[src/rtl/rle_encoder_stream.sv]
// Run-length encoder with ESC/count/value tokens, valid/ready on both sides, end-of-stream flush.
// Latency: first encoded symbol is registered and appears the cycle after the accepting edge.
// Backpressure: in_ready is low while a token is being emitted; out_ready=0 stalls the FSM with output held.
//
// Ports:
//   fast_clk   - sole clock, rising edge
//   reset      - asynchronous active-low reset
//   in_data/in_valid/in_last/in_ready     - symbol input stream
//   out_data/out_valid/out_last/out_ready - encoded output stream
//   stat_in_cnt/stat_out_cnt - saturating handshake counters (only when RLE_STATS_EN is defined)
//
// Optional feature macro: RLE_STATS_EN
module rle_encoder_stream #(
  parameter int                DATA_W  = 8,
  parameter logic [DATA_W-1:0] ESC     = 8'h1B,
  parameter int                MAX_RUN = 255,
  parameter int                MIN_RUN = 3
) (
  input  logic              fast_clk,
  input  logic              reset,
  input  logic [DATA_W-1:0] in_data,
  input  logic              in_valid,
  input  logic              in_last,
  output logic              in_ready,
  output logic [DATA_W-1:0] out_data,
  output logic              out_valid,
  output logic              out_last,
  input  logic              out_ready
`ifdef RLE_STATS_EN
  ,
  output logic [31:0]       stat_in_cnt,
  output logic [31:0]       stat_out_cnt
`endif
);

  localparam logic [DATA_W-1:0] L_MAX = DATA_W'(MAX_RUN);
  localparam logic [DATA_W-1:0] L_MIN = DATA_W'(MIN_RUN);
  localparam logic [DATA_W-1:0] L_ONE = DATA_W'(1);

  typedef enum logic [2:0] {
    IDLE,
    ACCUM,
    EMIT_ESC,
    EMIT_CNT,
    EMIT_VAL,
    EMIT_LIT
  } state_t;

  state_t            r_state;
  logic [DATA_W-1:0] r_cur;
  logic [DATA_W-1:0] r_cnt;
  logic [DATA_W-1:0] r_pend;
  logic              r_pend_v;
  logic              r_pend_last;
  logic [DATA_W-1:0] r_rem;
  logic              r_flush;
  logic [DATA_W-1:0] r_out_dat;
  logic              r_out_vld;
  logic              r_out_last;

  state_t            w_state_nxt;
  logic [DATA_W-1:0] w_cur_nxt;
  logic [DATA_W-1:0] w_cnt_nxt;
  logic [DATA_W-1:0] w_pend_nxt;
  logic              w_pend_v_nxt;
  logic              w_pend_last_nxt;
  logic [DATA_W-1:0] w_rem_nxt;
  logic              w_flush_nxt;
  logic              w_done;
  logic              w_in_acc;
  logic              w_out_acc;
  logic [DATA_W-1:0] w_out_dat_nxt;
  logic              w_out_vld_nxt;
  logic              w_out_last_nxt;

  // A run becomes a token if it is long enough or if the value is ESC itself
  // (a literal ESC would be ambiguous to the decoder).
  function automatic state_t f_start(input logic [DATA_W-1:0] v, input logic [DATA_W-1:0] c);
    f_start = ((c >= L_MIN) || (v == ESC)) ? EMIT_ESC : EMIT_LIT;
  endfunction

  assign in_ready  = (r_state == IDLE) || (r_state == ACCUM);
  assign w_in_acc  = in_valid && in_ready;
  assign w_out_acc = r_out_vld && out_ready;

  always_comb begin
    w_state_nxt     = r_state;
    w_cur_nxt       = r_cur;
    w_cnt_nxt       = r_cnt;
    w_pend_nxt      = r_pend;
    w_pend_v_nxt    = r_pend_v;
    w_pend_last_nxt = r_pend_last;
    w_rem_nxt       = r_rem;
    w_flush_nxt     = r_flush;
    w_done          = 1'b0;

    case (r_state)
      IDLE: begin
        if (w_in_acc) begin
          w_cur_nxt = in_data;
          w_cnt_nxt = L_ONE;
          w_rem_nxt = L_ONE;
          if (in_last) begin
            w_flush_nxt = 1'b1;
            w_state_nxt = f_start(in_data, L_ONE);
          end else begin
            w_state_nxt = ACCUM;
          end
        end
      end
      ACCUM: begin
        if (w_in_acc) begin
          if ((in_data == r_cur) && (r_cnt < L_MAX)) begin
            w_cnt_nxt = r_cnt + L_ONE;
            if (in_last) begin
              w_flush_nxt = 1'b1;
              w_rem_nxt   = r_cnt + L_ONE;
              w_state_nxt = f_start(r_cur, r_cnt + L_ONE);
            end
          end else begin
            // Breaking symbol (or MAX_RUN overflow): park it and emit the held run.
            w_pend_nxt      = in_data;
            w_pend_v_nxt    = 1'b1;
            w_pend_last_nxt = in_last;
            w_rem_nxt       = r_cnt;
            w_state_nxt     = f_start(r_cur, r_cnt);
          end
        end
      end
      EMIT_ESC: if (w_out_acc) w_state_nxt = EMIT_CNT;
      EMIT_CNT: if (w_out_acc) w_state_nxt = EMIT_VAL;
      EMIT_VAL: if (w_out_acc) w_done = 1'b1;
      EMIT_LIT: begin
        if (w_out_acc) begin
          if (r_rem > L_ONE) w_rem_nxt = r_rem - L_ONE;
          else               w_done    = 1'b1;
        end
      end
      default: w_state_nxt = IDLE;
    endcase

    if (w_done) begin
      if (r_pend_v) begin
        w_cur_nxt    = r_pend;
        w_cnt_nxt    = L_ONE;
        w_rem_nxt    = L_ONE;
        w_pend_v_nxt = 1'b0;
        if (r_pend_last) begin
          // The parked symbol ended the stream: emit it on its own as the flush token.
          w_flush_nxt     = 1'b1;
          w_pend_last_nxt = 1'b0;
          w_state_nxt     = f_start(r_pend, L_ONE);
        end else begin
          w_flush_nxt = 1'b0;
          w_state_nxt = ACCUM;
        end
      end else begin
        w_flush_nxt = 1'b0;
        w_cnt_nxt   = '0;
        w_state_nxt = IDLE;
      end
    end
  end

  // Output register is loaded from the next-state view, so the symbol for a
  // state is on the port for the whole time the FSM sits in that state.
  always_comb begin
    w_out_vld_nxt  = 1'b0;
    w_out_dat_nxt  = '0;
    w_out_last_nxt = 1'b0;
    case (w_state_nxt)
      EMIT_ESC: begin
        w_out_vld_nxt = 1'b1;
        w_out_dat_nxt = ESC;
      end
      EMIT_CNT: begin
        w_out_vld_nxt = 1'b1;
        w_out_dat_nxt = w_cnt_nxt;
      end
      EMIT_VAL: begin
        w_out_vld_nxt  = 1'b1;
        w_out_dat_nxt  = w_cur_nxt;
        w_out_last_nxt = w_flush_nxt;
      end
      EMIT_LIT: begin
        w_out_vld_nxt  = 1'b1;
        w_out_dat_nxt  = w_cur_nxt;
        w_out_last_nxt = w_flush_nxt && (w_rem_nxt == L_ONE);
      end
      default: begin
        w_out_vld_nxt = 1'b0;
      end
    endcase
  end

  always_ff @(posedge fast_clk or negedge reset) begin
    if (!reset) begin
      r_state     <= IDLE;
      r_cur       <= '0;
      r_cnt       <= '0;
      r_pend      <= '0;
      r_pend_v    <= 1'b0;
      r_pend_last <= 1'b0;
      r_rem       <= '0;
      r_flush     <= 1'b0;
      r_out_dat   <= '0;
      r_out_vld   <= 1'b0;
      r_out_last  <= 1'b0;
    end else begin
      r_state     <= w_state_nxt;
      r_cur       <= w_cur_nxt;
      r_cnt       <= w_cnt_nxt;
      r_pend      <= w_pend_nxt;
      r_pend_v    <= w_pend_v_nxt;
      r_pend_last <= w_pend_last_nxt;
      r_rem       <= w_rem_nxt;
      r_flush     <= w_flush_nxt;
      r_out_dat   <= w_out_dat_nxt;
      r_out_vld   <= w_out_vld_nxt;
      r_out_last  <= w_out_last_nxt;
    end
  end

  assign out_data  = r_out_dat;
  assign out_valid = r_out_vld;
  assign out_last  = r_out_last;

`ifdef RLE_STATS_EN
  logic [31:0] r_stat_in;
  logic [31:0] r_stat_out;

  always_ff @(posedge fast_clk or negedge reset) begin
    if (!reset) begin
      r_stat_in  <= '0;
      r_stat_out <= '0;
    end else begin
      if (w_in_acc && (r_stat_in != '1))   r_stat_in  <= r_stat_in + 32'd1;
      if (w_out_acc && (r_stat_out != '1)) r_stat_out <= r_stat_out + 32'd1;
    end
  end

  assign stat_in_cnt  = r_stat_in;
  assign stat_out_cnt = r_stat_out;
`endif

endmodule

[config.mk]
export PLATFORM = sky130hd
export DESIGN_NAME = rle_encoder_stream
export DESIGN_NICKNAME = d
export VERILOG_FILES = /design/src/rtl/rle_encoder_stream.sv
export SDC_FILE = /design/constraint.sdc
export NUM_CORES = 1
export LEC_CHECK = 0
export ABC_AREA = 1
export BUFFER_PORTS_ARGS = -buffer_cell sky130_fd_sc_hd__buf_2
export CAP_MARGIN = 20
export CORE_MARGIN = 2
export CORE_UTILIZATION = 55
export DETAILED_ROUTE_END_ITERATION = 12
export PLACE_DENSITY = 0.77
export SLEW_MARGIN = 20
export SYNTH_ARGS = -nofsm -noshare
export SYNTH_HDL_FRONTEND = slang
export SYNTH_SLANG_ARGS = --single-unit
[constraint.sdc]
create_clock -name fast_clk -period 1.9 [get_ports fast_clk]
set_input_delay 0.285 -clock fast_clk [delete_from_list [all_inputs] [get_ports fast_clk]]
set_output_delay 0.285 -clock fast_clk [all_outputs]
set_load 0.02 [all_outputs]
# [Word-level counts from Yosys, hierarchy flattened]
# Index checks and enable logic that the tools add are counted.
[op_classes] addsub=2 n_mul=0 div=0 magnitude_cmp=4 eq_ne=14 n_shift=0 n_mux=60 n_bitwise=1 reduce_logical=12
[op_table] operator="8-bit 2-to-1 mux" n=16
[op_table] operator="8-bit case mux with 3 select lines" n=2
[op_table] operator="3-bit 2-to-1 mux" n=14
[op_table] operator="8-bit by 5-bit equality test with 1-bit output, second input constant" n=3
[op_table] operator="1-bit 2-to-1 mux" n=23
[op_table] operator="8-bit by 2-bit >= comparator with 1-bit output, second input constant" n=2
[op_table] operator="8-bit case mux with 2 select lines" n=1
[op_table] operator="3-bit case mux with 5 select lines" n=1
[op_table] operator="3-bit by 2-bit equality test with 1-bit output, second input constant" n=4
[op_table] operator="3-bit equality test, second input constant" n=4
[op_table] operator="8-bit by 1-bit adder with 8-bit output, second input constant" n=1
[op_table] operator="8-bit by 1-bit equality test with 1-bit output, second input constant" n=1
[op_table] operator="8-bit equality test" n=1
[op_table] operator="8-bit by 1-bit > comparator with 1-bit output, second input constant" n=1
[op_table] operator="8-bit < comparator, second input constant" n=1
[op_table] operator="8-bit by 1-bit subtractor with 8-bit output, second input constant" n=1
[op_table] operator="1-bit case mux with 2 select lines" n=3
[op_table] operator="1-bit logical AND" n=4
[op_table] operator="2-bit OR reduction" n=2
[op_table] operator="4-bit OR reduction" n=1
[op_table] operator="3-bit by 1-bit equality test with 1-bit output, second input constant" n=1
[op_table] operator="3-bit logical NOT" n=1
[op_table] operator="1-bit logical OR" n=3
[op_table] operator="3-bit AND reduction" n=1
[op_table] operator="1-bit inverter" n=1
[word_totals] reg_bits=48 latchBits=0 mem_bits_rw=0 rom_bits=0 inputBits=13 word_cells=104 n_memories=0

# [Depth between registers and ports, before layout]
# Gate-level depths: netlist (run 1).
[logic_depth] ltp_word=12 mapped_depth=18

# [Worst setup path after synthesis (run 1)]
# Ideal clock, no wire load.
[synth_timing] kind="register to register" start="register r_rem[0]" end="register r_out_vld (netlist: out_valid)" setup_ns=0.124 arrival_time_ns=1.884 slack_ns=-0.108 stages_incl_launch_ff=12 period_less_slack_ns=2.008 cell_sequence="dfrtp_1 > inv_1 > ha_1 > nand2_1 > a21oi_2 > inv_2 > a21oi_2 > buf_6 > nand2_1 > and3_1 > buf_6 > or2_1"
[synth_between] elab_chain_cells=8
[synth_lines] item="start, declared" line="55" text="logic [DATA_W-1:0] r_rem;"
[synth_lines] item="start signal, assigned" line="216" text="r_rem <= w_rem_nxt;"
[synth_lines] item="8-bit by 1-bit > comparator with 1-bit output *" line="135" text="if (r_rem > L_ONE) w_rem_nxt = r_rem - L_ONE;"
[synth_lines] item="1-bit 2-to-1 mux *" line="135"
[synth_lines] item="1-bit 2-to-1 mux *" line="134" text="if (w_out_acc) begin"
[synth_lines] item="1-bit case mux with 2 select lines *" line="97" text="case (r_state)"
[synth_lines] item="3-bit 2-to-1 mux *" line="142" text="if (w_done) begin"
[synth_lines] item="named net w_state_nxt[2]" line="61" text="state_t w_state_nxt;"
[synth_lines] item="3-bit equality test or 3-bit by 2-bit equality test with 1-bit output (tied branches)" line="171" text="case (w_state_nxt)"
[synth_lines] item="4-bit OR reduction (no line) *"
[synth_lines] item="1-bit 2-to-1 mux *" line="171"
[synth_lines] item="named net w_out_vld_nxt" line="73" text="logic w_out_vld_nxt;"
[synth_lines] item="end signal, assigned" line="219" text="r_out_vld <= w_out_vld_nxt;"
[synth_lines] item="end, declared" line="58" text="logic r_out_vld;"
# Mark *: on every way through the listed nets, which the timed path passes. The rest lies on a longest branch.
# A chain may end at the register's enable or synchronous reset.

# [Worst setup path after layout (run 1)]
[layout_timing] start="register r_cur[4]" end="register r_out_last (netlist: out_last)"
[layout_between] elab_chain_cells=10
[layout_lines] item="start, declared" line="50" text="logic [DATA_W-1:0] r_cur;"
[layout_lines] item="start signal, assigned" line="211" text="r_cur <= w_cur_nxt;"
[layout_lines] item="8-bit by 5-bit equality test with 1-bit output or 8-bit equality test (tied branches)" line="79, 113"
[layout_lines] item="1-bit logical OR or 1-bit logical AND (tied branches)" line="79, 113"
[layout_lines] item="3-bit 2-to-1 mux or 8-bit 2-to-1 mux (tied branches)" line="79, 113"
[layout_lines] item="3-bit 2-to-1 mux or 8-bit 2-to-1 mux (tied branches)" line="115, 112"
[layout_lines] item="3-bit 2-to-1 mux or 8-bit case mux with 3 select lines (tied branches)" line="113, 97"
[layout_lines] item="3-bit 2-to-1 mux or 8-bit 2-to-1 mux (tied branches)" line="112, 143"
[layout_lines] item="3-bit case mux with 5 select lines or 8-bit 2-to-1 mux (tied branches)" line="97, 142"
[layout_lines] item="3-bit 2-to-1 mux or 8-bit by 1-bit equality test with 1-bit output (tied branches)" line="142, 188"
[layout_lines] item="3-bit equality test or 1-bit logical AND (tied branches)" line="171, 188"
[layout_lines] item="1-bit case mux with 2 select lines *" line="171"
[layout_lines] item="named net w_out_last_nxt" line="74" text="logic w_out_last_nxt;"
[layout_lines] item="end signal, assigned" line="220" text="r_out_last <= w_out_last_nxt;"
[layout_lines] item="end, declared" line="59" text="logic r_out_last;"
# Marked as above.

==> results of run 1 <==
-- final cells by class --
| class | instances | area, µm² | area share, % |
|---|---|---|---|
| clock buffer | 5 | 68.8 | 1.27 |
| clock inverter | 3 | 46.3 | 0.852 |
| inverter | 76 | 300 | 5.53 |
| multi-input combinational | 375 | 2430 | 44.8 |
| sequential | 48 | 1200 | 22.2 |
| tap | 75 | 93.8 | 1.73 |
| timing repair buffer | 166 | 1290 | 23.7 |
-- cells in the mapped netlist, drive strengths merged, types with 2 or more instances --
master and number:
clkinv 2, o211ai 2, xnor2 4, o22ai 2, a21oi 26, o21bai 2
xor2 8, buf 10, nor3 13, and3 2, nand2 159, ha 4
nand4 12, dfrtp 48, a31oi 9, nand3 42, clkbuf 3, o21ai 33
inv 74, nor2 49
-- worst paths after layout --
check                      cells past startpoint  slack, ns                    end
max reg2reg                                   17      -0.61     out_last$_DFF_PN0_
max in group asynchronous                      3       0.78     r_cnt[2]$_DFF_PN0_
min in group asynchronous                      2       0.39  r_pend[2]$_DFFE_PN0P_
min                                            3       0.27  r_pend[0]$_DFFE_PN0P_
max                                           17      -0.61     out_last$_DFF_PN0_
min reg2reg                                    2       0.53  r_pend[3]$_DFFE_PN0P_
-- stage by stage --
stage          total power, mW  std cells  cell area [µm²]  setup TNS [ns]  util [%]
2_1_floorplan             3.87        509             3480         -0.0729         -
3_5_place_dp              5.62        706             4470           -3.40      74.6
3_3_place_gp              5.50        706             4470           -3.00      74.6
5_1_grt                   8.81        748             5430          -12.57      90.7
4_1_cts                   6.77        727             4830           -1.63      80.7
6_report                  8.55        748             5430           -9.94      90.7
-- registers in the layout (all words and copies together), names as in the netlist --
signal and flops:
r_flush 1, r_state 3, r_pend 8, out_valid 1
r_rem 8, r_cur 8, out_last 1, out_data 8
r_cnt 8, r_pend_v 1, r_pend_last 1
-- cells by family after synthesis --
group	count (synthesis)	synth area share, %
simple gates	280	37.5
buf+inv	89	10.8
compound gates	76	12.1
flops	48	34.8
xor+xnor	12	3.26
fa+ha+maj	4	1.45
-- power groups by stage --
stage / combinational, mW / clock, mW / sequential (mW)
after CTS: 4.29 / 0.793 / 1.68
final: 5.93 / 0.836 / 1.79
after detailed placement: 3.93 / 0 / 1.69
after global placement: 3.83 / 0 / 1.68
after floorplan: 2.09 / 0 / 1.79
after global routing: 6.15 / 0.853 / 1.80
-- critical path, stage by stage, from the launching register on --
cell and delay (ns):
dfrtp_1 0.42, inv_1 0.09, nand2_1 0.09, nand2_2 0.09
inv_2 0.09, nand2_2 0.06, nor2_4 0.13, nand3_4 0.10
buf_12 0.17, nor2_8 0.20, nand2_1 0.09, nand3_1 0.16
nand2_1 0.12, nand2_1 0.10, nand2_1 0.10, nor2_1 0.21
nand2_2 0.09, a21oi_2 0.14
-- what timing repair did --
| item | 4_1_cts | 5_1_grt |
|---|---|---|
| pin swaps | 14 | 33 |
| resized for setup | 42 | 108 |
| gates cloned | 1 | 3 |
| hold buffers | 1 | 0 |
| setup endpoints to repair | 25 | 39 |
| hold endpoints to repair | 12 | 0 |
| setup buffers | 11 | 19 |
-- routing by layer --
metal / wire length, µm / share of wire, % / track usage, %
met1: 5650 / 34 / 47.6
met2: 6960 / 41 / 54.5
met3: 2560 / 15 / 8.15
met4: 1620 / 9.6 / 14.3
met5: 0 / 0 / 0
==> flow_summary.json, run 1 <==
{
  "finalWorstSetupSlack_ns": -0.612,
  "end_kind": "flop",
  "arrival_ns": 2.76,
  "clk_path_buf_depth": 2,
  "cts.sinks": 48,
  "setup.worst_path.class": "flop to flop",
  "cts_buffers": 5,
  "num_rows": 28,
  "cts_tree": "yes",
  "p_per_area_nw_per_um2": 1570,
  "synthFlopType": "dfrtp_1",
  "grt_max_degree": 25,
  "port-buffer-count": 23,
  "critPathRequiredTime_ns": 2.15,
  "synth_cell_type_count": 39,
  "most-common-layout-cells": "nand2_1 (126), buf_4 (126), inv_1 (57)",
  "violations": "negative setup slack",
  "hold_path_class": "input pin to flop",
  "synth_top_cell_by_area": "dfrtp_1",
  "worst_slew_pin_slew_ns": 0.690,
  "p_sw_mw": 4.31,
  "num_vias": 4945,
  "die_x_um": 83.2,
  "hold_ws_ns": 0.265,
  "swShare_pct": 50.4,
  "vias_per_cell": 6.61,
  "cts.htree.levels": 2,
  "status": "complete, but fails checks",
  "slew_headroom_pct": 53.7,
  "overflow": 0,
  "ys_seq_elements": 48,
  "finalNetCount": 689,
  "design.die.area_um2": 6920,
  "fill_cells": 256,
  "report.final.slew_viol_count": 0,
  "hold_path_startpoint": "in_data[0]",
  "dp_hpwl_um": 8590,
  "clk_pin_slew_ns": 0.10,
  "grt_pass1_vias": 4030,
  "period_share_pct": 132,
  "internal_power_mw": 4.25,
  "ant_nets": 0,
  "finalSetupViolCount": 41,
  "antenna_found_initial": 0,
  "max_freq_ghz": 0.398,
  "ys_async_sr_fraction_pct": 100,
  "drc": 0,
  "first_pass_iters": 13,
  "ys_seq_area_share_pct": 34.8,
  "dp_worst_setup_slack_ns": -0.282,
  "finClkSkew_ns": 0.0184,
  "drive_above_1_share_pct": 44.7,
  "antenna_cells": 0,
  "routedWlPerCell_um": 22.5,
  "synth_area_leaders": "dfrtp_1 (35%), nand2_1 (16%), inv_1 (7.1%)",
  "gp_congestion": 0.978,
  "grt_pass1_wl_um": 19400,
  "crit_fanout": 8,
  "p_leak_nw": 2.84,
  "maxCapViolCount": 0,
  "gr-usage-all-layers_pct": 35.2,
  "ios": 24,
  "rsz0062_at_grt": "yes",
  "clk_latency_ns": 0.33,
  "synth_area_um2": 3450,
  "cts-root-buf": "clkbuf_8",
  "start_util_pct": 57.6,
  "core_um2": 5990,
  "die_y_um": 83.2,
  "synth_warnings": 0,
  "critPathLaunchType": "flop",
  "synthCells": 509,
  "hold_viol_final": 0,
  "vdd_drop_max_mv": 1.32,
  "min_period_ns": 2.51,
  "area_growth_pct": 57.5,
  "synth-edff-count": 0,
  "pwr-share-seq_pct": 20.9,
  "p_clk_share_pct": 9.8,
  "p_comb_share_pct": 69.3,
  "first_iter_violations": 881,
  "r2r_start": "r_cur[4]$_DFF_PN0_",
  "synth_area_per_cell_um2": 6.78,
  "syn_nets": 526,
  "crit_start": "r_cur[4]$_DFF_PN0_",
  "synth_top_area_share_pct": 34.8,
  "wl_um": 16800
}
(Power assumes the default switching activity.)
==> inputs of run 2 (changes only) <==
CELL_PAD_IN_SITES_DETAIL_PLACEMENT = 0   (was unset)
CELL_PAD_IN_SITES_GLOBAL_PLACEMENT = 1   (was unset)
CORE_UTILIZATION = 40   (was 55)
PLACE_DENSITY = unset   (was 0.77)
PLACE_DENSITY_LB_ADDON = 0.1   (was unset)
==> flow_summary.json, run 2 (same netlist as run 1, synthesis figures left out) <==
{
  "cp_top_family": "simple AND/OR/NAND/NOR gates",
  "finalNetCount": 686,
  "num_rows": 33,
  "vias_per_cell": 5.13,
  "p_total_mw": 7.81,
  "clk_pin_slew_ns": 0.12,
  "crit_fanout": 6,
  "gp_congestion": 0.943,
  "antenna_cells": 0,
  "placed_area_um2": 4600,
  "grt_pass1_vias": 3919,
  "drc": 0,
  "antenna_found_initial": 0,
  "dp_hpwl_um": 9040,
  "grt_max_degree": 29,
  "hold_path_class": "input pin to flop",
  "most-common-layout-cells": "buf_4 (124), nand2_1 (118), inv_1 (55)",
  "stdcell_area_um2": 5440,
  "fin_util_pct": 65.5,
  "clk_path_buf_depth": 2,
  "max_freq_ghz": 0.460,
  "min_period_ns": 2.17,
  "hold_viol_final": 0,
  "p_leak_nw": 2.81,
  "maxCapViolCount": 0,
  "setup.worst_path.class": "flop to flop",
  "wl_um": 12200,
  "num_vias": 3976,
  "die_x_um": 96.9,
  "p_per_area_nw_per_um2": 1440,
  "hold_ws_ns": 0.247,
  "port-buffer-count": 23,
  "design.die.area_um2": 9380,
  "finalWorstSetupSlack_ns": -0.274,
  "busiest_layer": "met2",
  "final_common_cell": "buf_4",
  "core_um2": 8300,
  "cp_slowest_cell": "dfrtp_1",
  "overflow": 0,
  "fill_cells": 727,
  "die_y_um": 96.9,
  "dp.cells": 747,
  "slew_headroom_pct": 64.5,
  "area_growth_pct": 57.7,
  "grt_pass1_wl_um": 19600,
  "finClkSkew_ns": 0.0203,
  "first_iter_violations": 310,
  "worst_slew_pin_slew_ns": 0.532,
  "report.final.slew_viol_count": 0,
  "cts.htree.levels": 2,
  "first_pass_iters": 5,
  "met1_usage_pct": 37.8,
  "arrival_ns": 2.41,
  "clk_latency_ns": 0.32,
  "cts_buffers": 5,
  "regArea_um2": 1200,
  "cts.sinks": 48,
  "vdd_drop_max_mv": 0.778,
  "cts-root-buf": "clkbuf_8",
  "critPathLaunchType": "flop",
  "routedWlPerCell_um": 15.8,
  "gr-usage-met2_pct": 39.6,
  "multi_input_area_um2": 2360,
  "gr-usage-all-layers_pct": 25.8,
  "violations": "negative setup slack",
  "start_util_pct": 41.6,
  "critPathRequiredTime_ns": 2.14,
  "cts_tree": "yes",
  "grt_use_met3_pct": 4.62,
  "end_kind": "flop",
  "status": "complete, but fails checks",
  "drive_above_1_share_pct": 45.8,
  "ios": 24,
  "rsz0062_at_grt": "yes",
  "path_buf_inv": 3,
  "period_share_pct": 114,
  "worst_path_most_repeated_cell": "nand2_1",
  "critical-path-max-stage-delay_ns": 0.44,
  "ant_nets": 0,
  "final_cells": 775,
  "path_cells": "inv_1, nand2_1, nand2_1, nand2_2, nor2_2, nand3_4, buf_12, nor2_8, inv_2, nand2_4, a21oi_1, o22ai_1, nand4_1, a21oi_2",
  "finalSetupViolCount": 19
}
==> run 2: cell count changes in the layout (fill, tap and decap cells not counted), moves of 3 or more <==
cell	change
o21ai_1	+5
nand2_1	-8
nand2_4	-4
nand3_2	+4
a21oi_4	-4
a21oi_1	+3
nor2_1	-3
inv_2	+3
buf_12	+3
nand2_2	+12
nand3_1	-3
==> run 2: final timing paths <==
path / start / to / slack (ns) / cells past startpoint
max: r_cur[1]$_DFF_PN0_ / out_last$_DFF_PN0_ / -0.27 / 14
max in group asynchronous: reset / r_cnt[2]$_DFF_PN0_ / 0.86 / 3
min in group asynchronous: reset / r_pend[4]$_DFFE_PN0P_ / 0.47 / 2
max reg2reg: r_cur[1]$_DFF_PN0_ / out_last$_DFF_PN0_ / -0.27 / 14
min: in_data[0] / r_pend[0]$_DFFE_PN0P_ / 0.25 / 3
min reg2reg: r_pend[4]$_DFFE_PN0P_ / r_pend[4]$_DFFE_PN0P_ / 0.50 / 2
==> run 2: timing repair <==
item                                   CTS  global route
hold buffers                             1             0
cloned                                   1             1
pin swaps                               21            40
setup endpoints to repair               24            34
resized for setup                       43           105
setup buffers                           11            10
endpoints found under the hold margin   20             0
==> run 2: worst register-to-register path: cells and delay by family, from the launching register on <==
family / cells / cell delay, ns
and+or+nand+nor: 8 / 0.88
buffers and inverters: 3 / 0.31
DFF: 1 / 0.44
AOI/OAI and AO/OA: 3 / 0.47
==> run 2: where the power goes <==
| group | internal (mW) | total (mW) | leakage (nW) | switching, mW |
|---|---|---|---|---|
| Sequential | 1.41 | 1.72 | 0.609 | 0.310 |
| Clock | 0.531 | 0.953 | 0.0687 | 0.422 |
| Combinational | 2.29 | 5.13 | 2.13 | 2.84 |
| Total | 4.23 | 7.81 | 2.81 | 3.58 |
==> run 2: through the flow <==
| stage | setup TNS [ns] | worst slack, ns |
|---|---|---|
| detailed placement | -3.97 | -0.388 |
| global placement | -3.86 | -0.362 |
| finish | -2.51 | -0.274 |
| global route | -5.60 | -0.380 |
| floorplan | -0.0729 | -0.0288 |
| CTS | -1.61 | -0.213 |
==> run 2: layout make-up <==
| class | instances | share of cell area [%] |
|---|---|---|
| Clock inverter | 3 | 1.27 |
| Clock buffer | 5 | 1.27 |
| Sequential cell | 48 | 22.1 |
| Multi-Input combinational cell | 373 | 43.5 |
| Inverter | 76 | 5.38 |
| Timing Repair Buffer | 165 | 24.1 |
| Tap cell | 105 | 2.42 |
==> run 2: routing by layer <==
layer	routed length [µm]	share of wire, %
met3	817	6.7
met2	5450	45
met1	5750	47
met5	0	0
met4	221	1.8
==> inputs of run 3 (changes only) <==
GPL_TIMING_DRIVEN = 0   (was unset)
RECOVER_POWER = 100   (was unset)
==> flow_summary.json, run 3 (same netlist as run 1, synthesis figures left out) <==
{
  "cts_buffers": 5,
  "p_per_area_nw_per_um2": 1400,
  "clk_latency_ns": 0.31,
  "core_um2": 8300,
  "gp_congestion": 0.875,
  "fill_cells": 780,
  "hold_viol_final": 0,
  "drive_above_1_share_pct": 35.4,
  "grt_pass1_wl_um": 17700,
  "crit_fanout": 6,
  "setup.worst_path.class": "flop to flop",
  "start_util_pct": 41.6,
  "r2r_end": "out_data[1]$_DFF_PN0_",
  "finClkSkew_ns": 0.0113,
  "ant_nets": 0,
  "final_common_cell": "nand2_1",
  "violations": "negative setup slack",
  "area_growth_pct": 43.1,
  "vdd_drop_max_mv": 0.827,
  "fin_util_pct": 59.5,
  "placed_area_um2": 3720,
  "die_y_um": 96.9,
  "rr_worst_depth": 15,
  "cts.htree.levels": 2,
  "vias_per_cell": 5.37,
  "grt_max_degree": 49,
  "rsz0062_at_grt": "yes",
  "p_total_mw": 6.92,
  "wl_um": 11600,
  "slew_headroom_pct": 14.7,
  "antenna_found_initial": 0,
  "stdcell_area_um2": 4930,
  "dp_hpwl_um": 7740,
  "crit_end": "out_data[1]$_DFF_PN0_",
  "clk_path_buf_depth": 2,
  "most-common-layout-cells": "nand2_1 (130), inv_1 (59), dfrtp_1 (38)",
  "cts.sinks": 48,
  "die_x_um": 96.9,
  "min_period_ns": 2.25,
  "r2r_start": "r_cnt[1]$_DFF_PN0_",
  "cts_tree": "yes",
  "num_rows": 33,
  "end_kind": "flop",
  "clk_pin_slew_ns": 0.11,
  "finalSetupViolCount": 31,
  "gr-usage-all-layers_pct": 23.4,
  "max_freq_ghz": 0.445,
  "worst_slew_pin_slew_ns": 1.28,
  "first_pass_iters": 5,
  "critPathRequiredTime_ns": 2.09,
  "antenna_cells": 0,
  "critPathLaunchType": "flop",
  "status": "complete, but fails checks",
  "grt_pass1_vias": 3441,
  "arrival_ns": 2.44,
  "drc": 0,
  "period_share_pct": 118,
  "p_leak_nw": 2.44,
  "num_vias": 3723,
  "cts-root-buf": "clkbuf_8",
  "hold_path_class": "input pin to asynchronous set/reset pin",
  "report.final.slew_viol_count": 0,
  "first_iter_violations": 244,
  "finalWorstSetupSlack_ns": -0.346,
  "routedWlPerCell_um": 16.7,
  "design.die.area_um2": 9380,
  "maxCapViolCount": 0,
  "crit_start": "r_cnt[1]$_DFF_PN0_",
  "overflow": 0,
  "finalNetCount": 604,
  "ios": 24,
  "port-buffer-count": 21,
  "r2r_setup_slack_ns": -0.35
}
[run 3: cell count changes in the layout (fill, tap and decap cells not counted), moves of 4 or more]
cell | previous run | this run
buf_4 | 124 | 34
nand2_2 | 32 | 17
clkbuf_1 | 0 | 12
nand2_1 | 118 | 130
buf_2 | 23 | 13
dfrtp_1 | 46 | 38
dfrtp_2 | 2 | 10
inv_2 | 17 | 10
o21ai_0 | 22 | 17
inv_1 | 55 | 59
[run 3: final cells by class]
class | instances | area [µm²] | share of cell area (%)
repair buffers | 69 | 561 | 11.4
inverters | 76 | 313 | 6.34
clock buffers | 5 | 68.8 | 1.39
clock inverters | 3 | 68.8 | 1.39
plain buffers | 13 | 141 | 2.87
multi-input cells | 373 | 2430 | 49.3
well taps | 105 | 131 | 2.66
repair inverters | 1 | 5.00 | 0.101
flip-flops and latches | 48 | 1210 | 24.6
[run 3: layer usage]
layer | global-route usage [%] | routed length (µm) | vias up
li1 | - | - | 1793
met3 | 2.38 | 620 | 15
met2 | 36.8 | 5410 | 116
met1 | 35.5 | 5360 | 1799
met4 | 3.58 | 193 | 0
met5 | 0 | 0 | -
[run 3: report_power, final]
group          leakage [nW]  internal (mW)  switching, mW  total [mW]
sequential            0.599           1.42          0.400        1.82
combinational          1.77           1.63           2.53        4.16
clock                0.0687          0.531          0.402       0.933
total                  2.44           3.59           3.33        6.92
[run 3: critical path, cell delays in order (launching register included)]
cell and delay, ns:
dfrtp_2 0.46, ha_4 0.19, nand2_4 0.08, inv_6 0.05
nand2_2 0.05, nand2_2 0.05, o21ai_2 0.07, nand4_1 0.11
nand3b_1 0.25, nand2_4 0.14, nand2_2 0.06, a21oi_2 0.14
nand2_2 0.12, buf_6 0.16, nand3_4 0.10, nand3_2 0.08
[run 3: repair_timing]
item / 4_1_cts / 5_1_grt
endpoints found under the setup margin: 38 / 47
cloned: 3 / 4
hold buffers: 0 / 0
gates resized for setup: 55 / 118
pin swaps: 14 / 39
setup buffers: 17 / 26
[run 3: worst min path at each step]
stage	endpoint	start	slack [ns]	depth (start not counted)
final	out_data[6]$_DFF_PN0_	reset	0.24	1
after global routing	r_pend[0]$_DFFE_PN0P_	in_data[0]	0.28	3
after CTS	r_rem[5]$_DFF_PN0_	reset	0.02	1
after detailed placement	out_data[5]$_DFF_PN0_	reset	0.35	1
after global placement	r_pend[4]$_DFFE_PN0P_	r_pend[4]$_DFFE_PN0P_	0.47	2
after floorplan	out_data[0]$_DFF_PN0_	reset	-0.01	0
[run 3: through the flow]
stage | setup TNS, ns | instances | setup slack [ns] | hold slack (ns)
2_1_floorplan | -0.0729 | 509 | -0.0288 | -0.0106
3_3_place_gp | -7.62 | 635 | -0.467 | 0.470
3_5_place_dp | -7.67 | 635 | -0.443 | 0.350
4_1_cts | -2.59 | 663 | -0.267 | 0.0178
5_1_grt | -7.99 | 693 | -0.441 | 0.284
6_report | -5.15 | 693 | -0.346 | 0.242
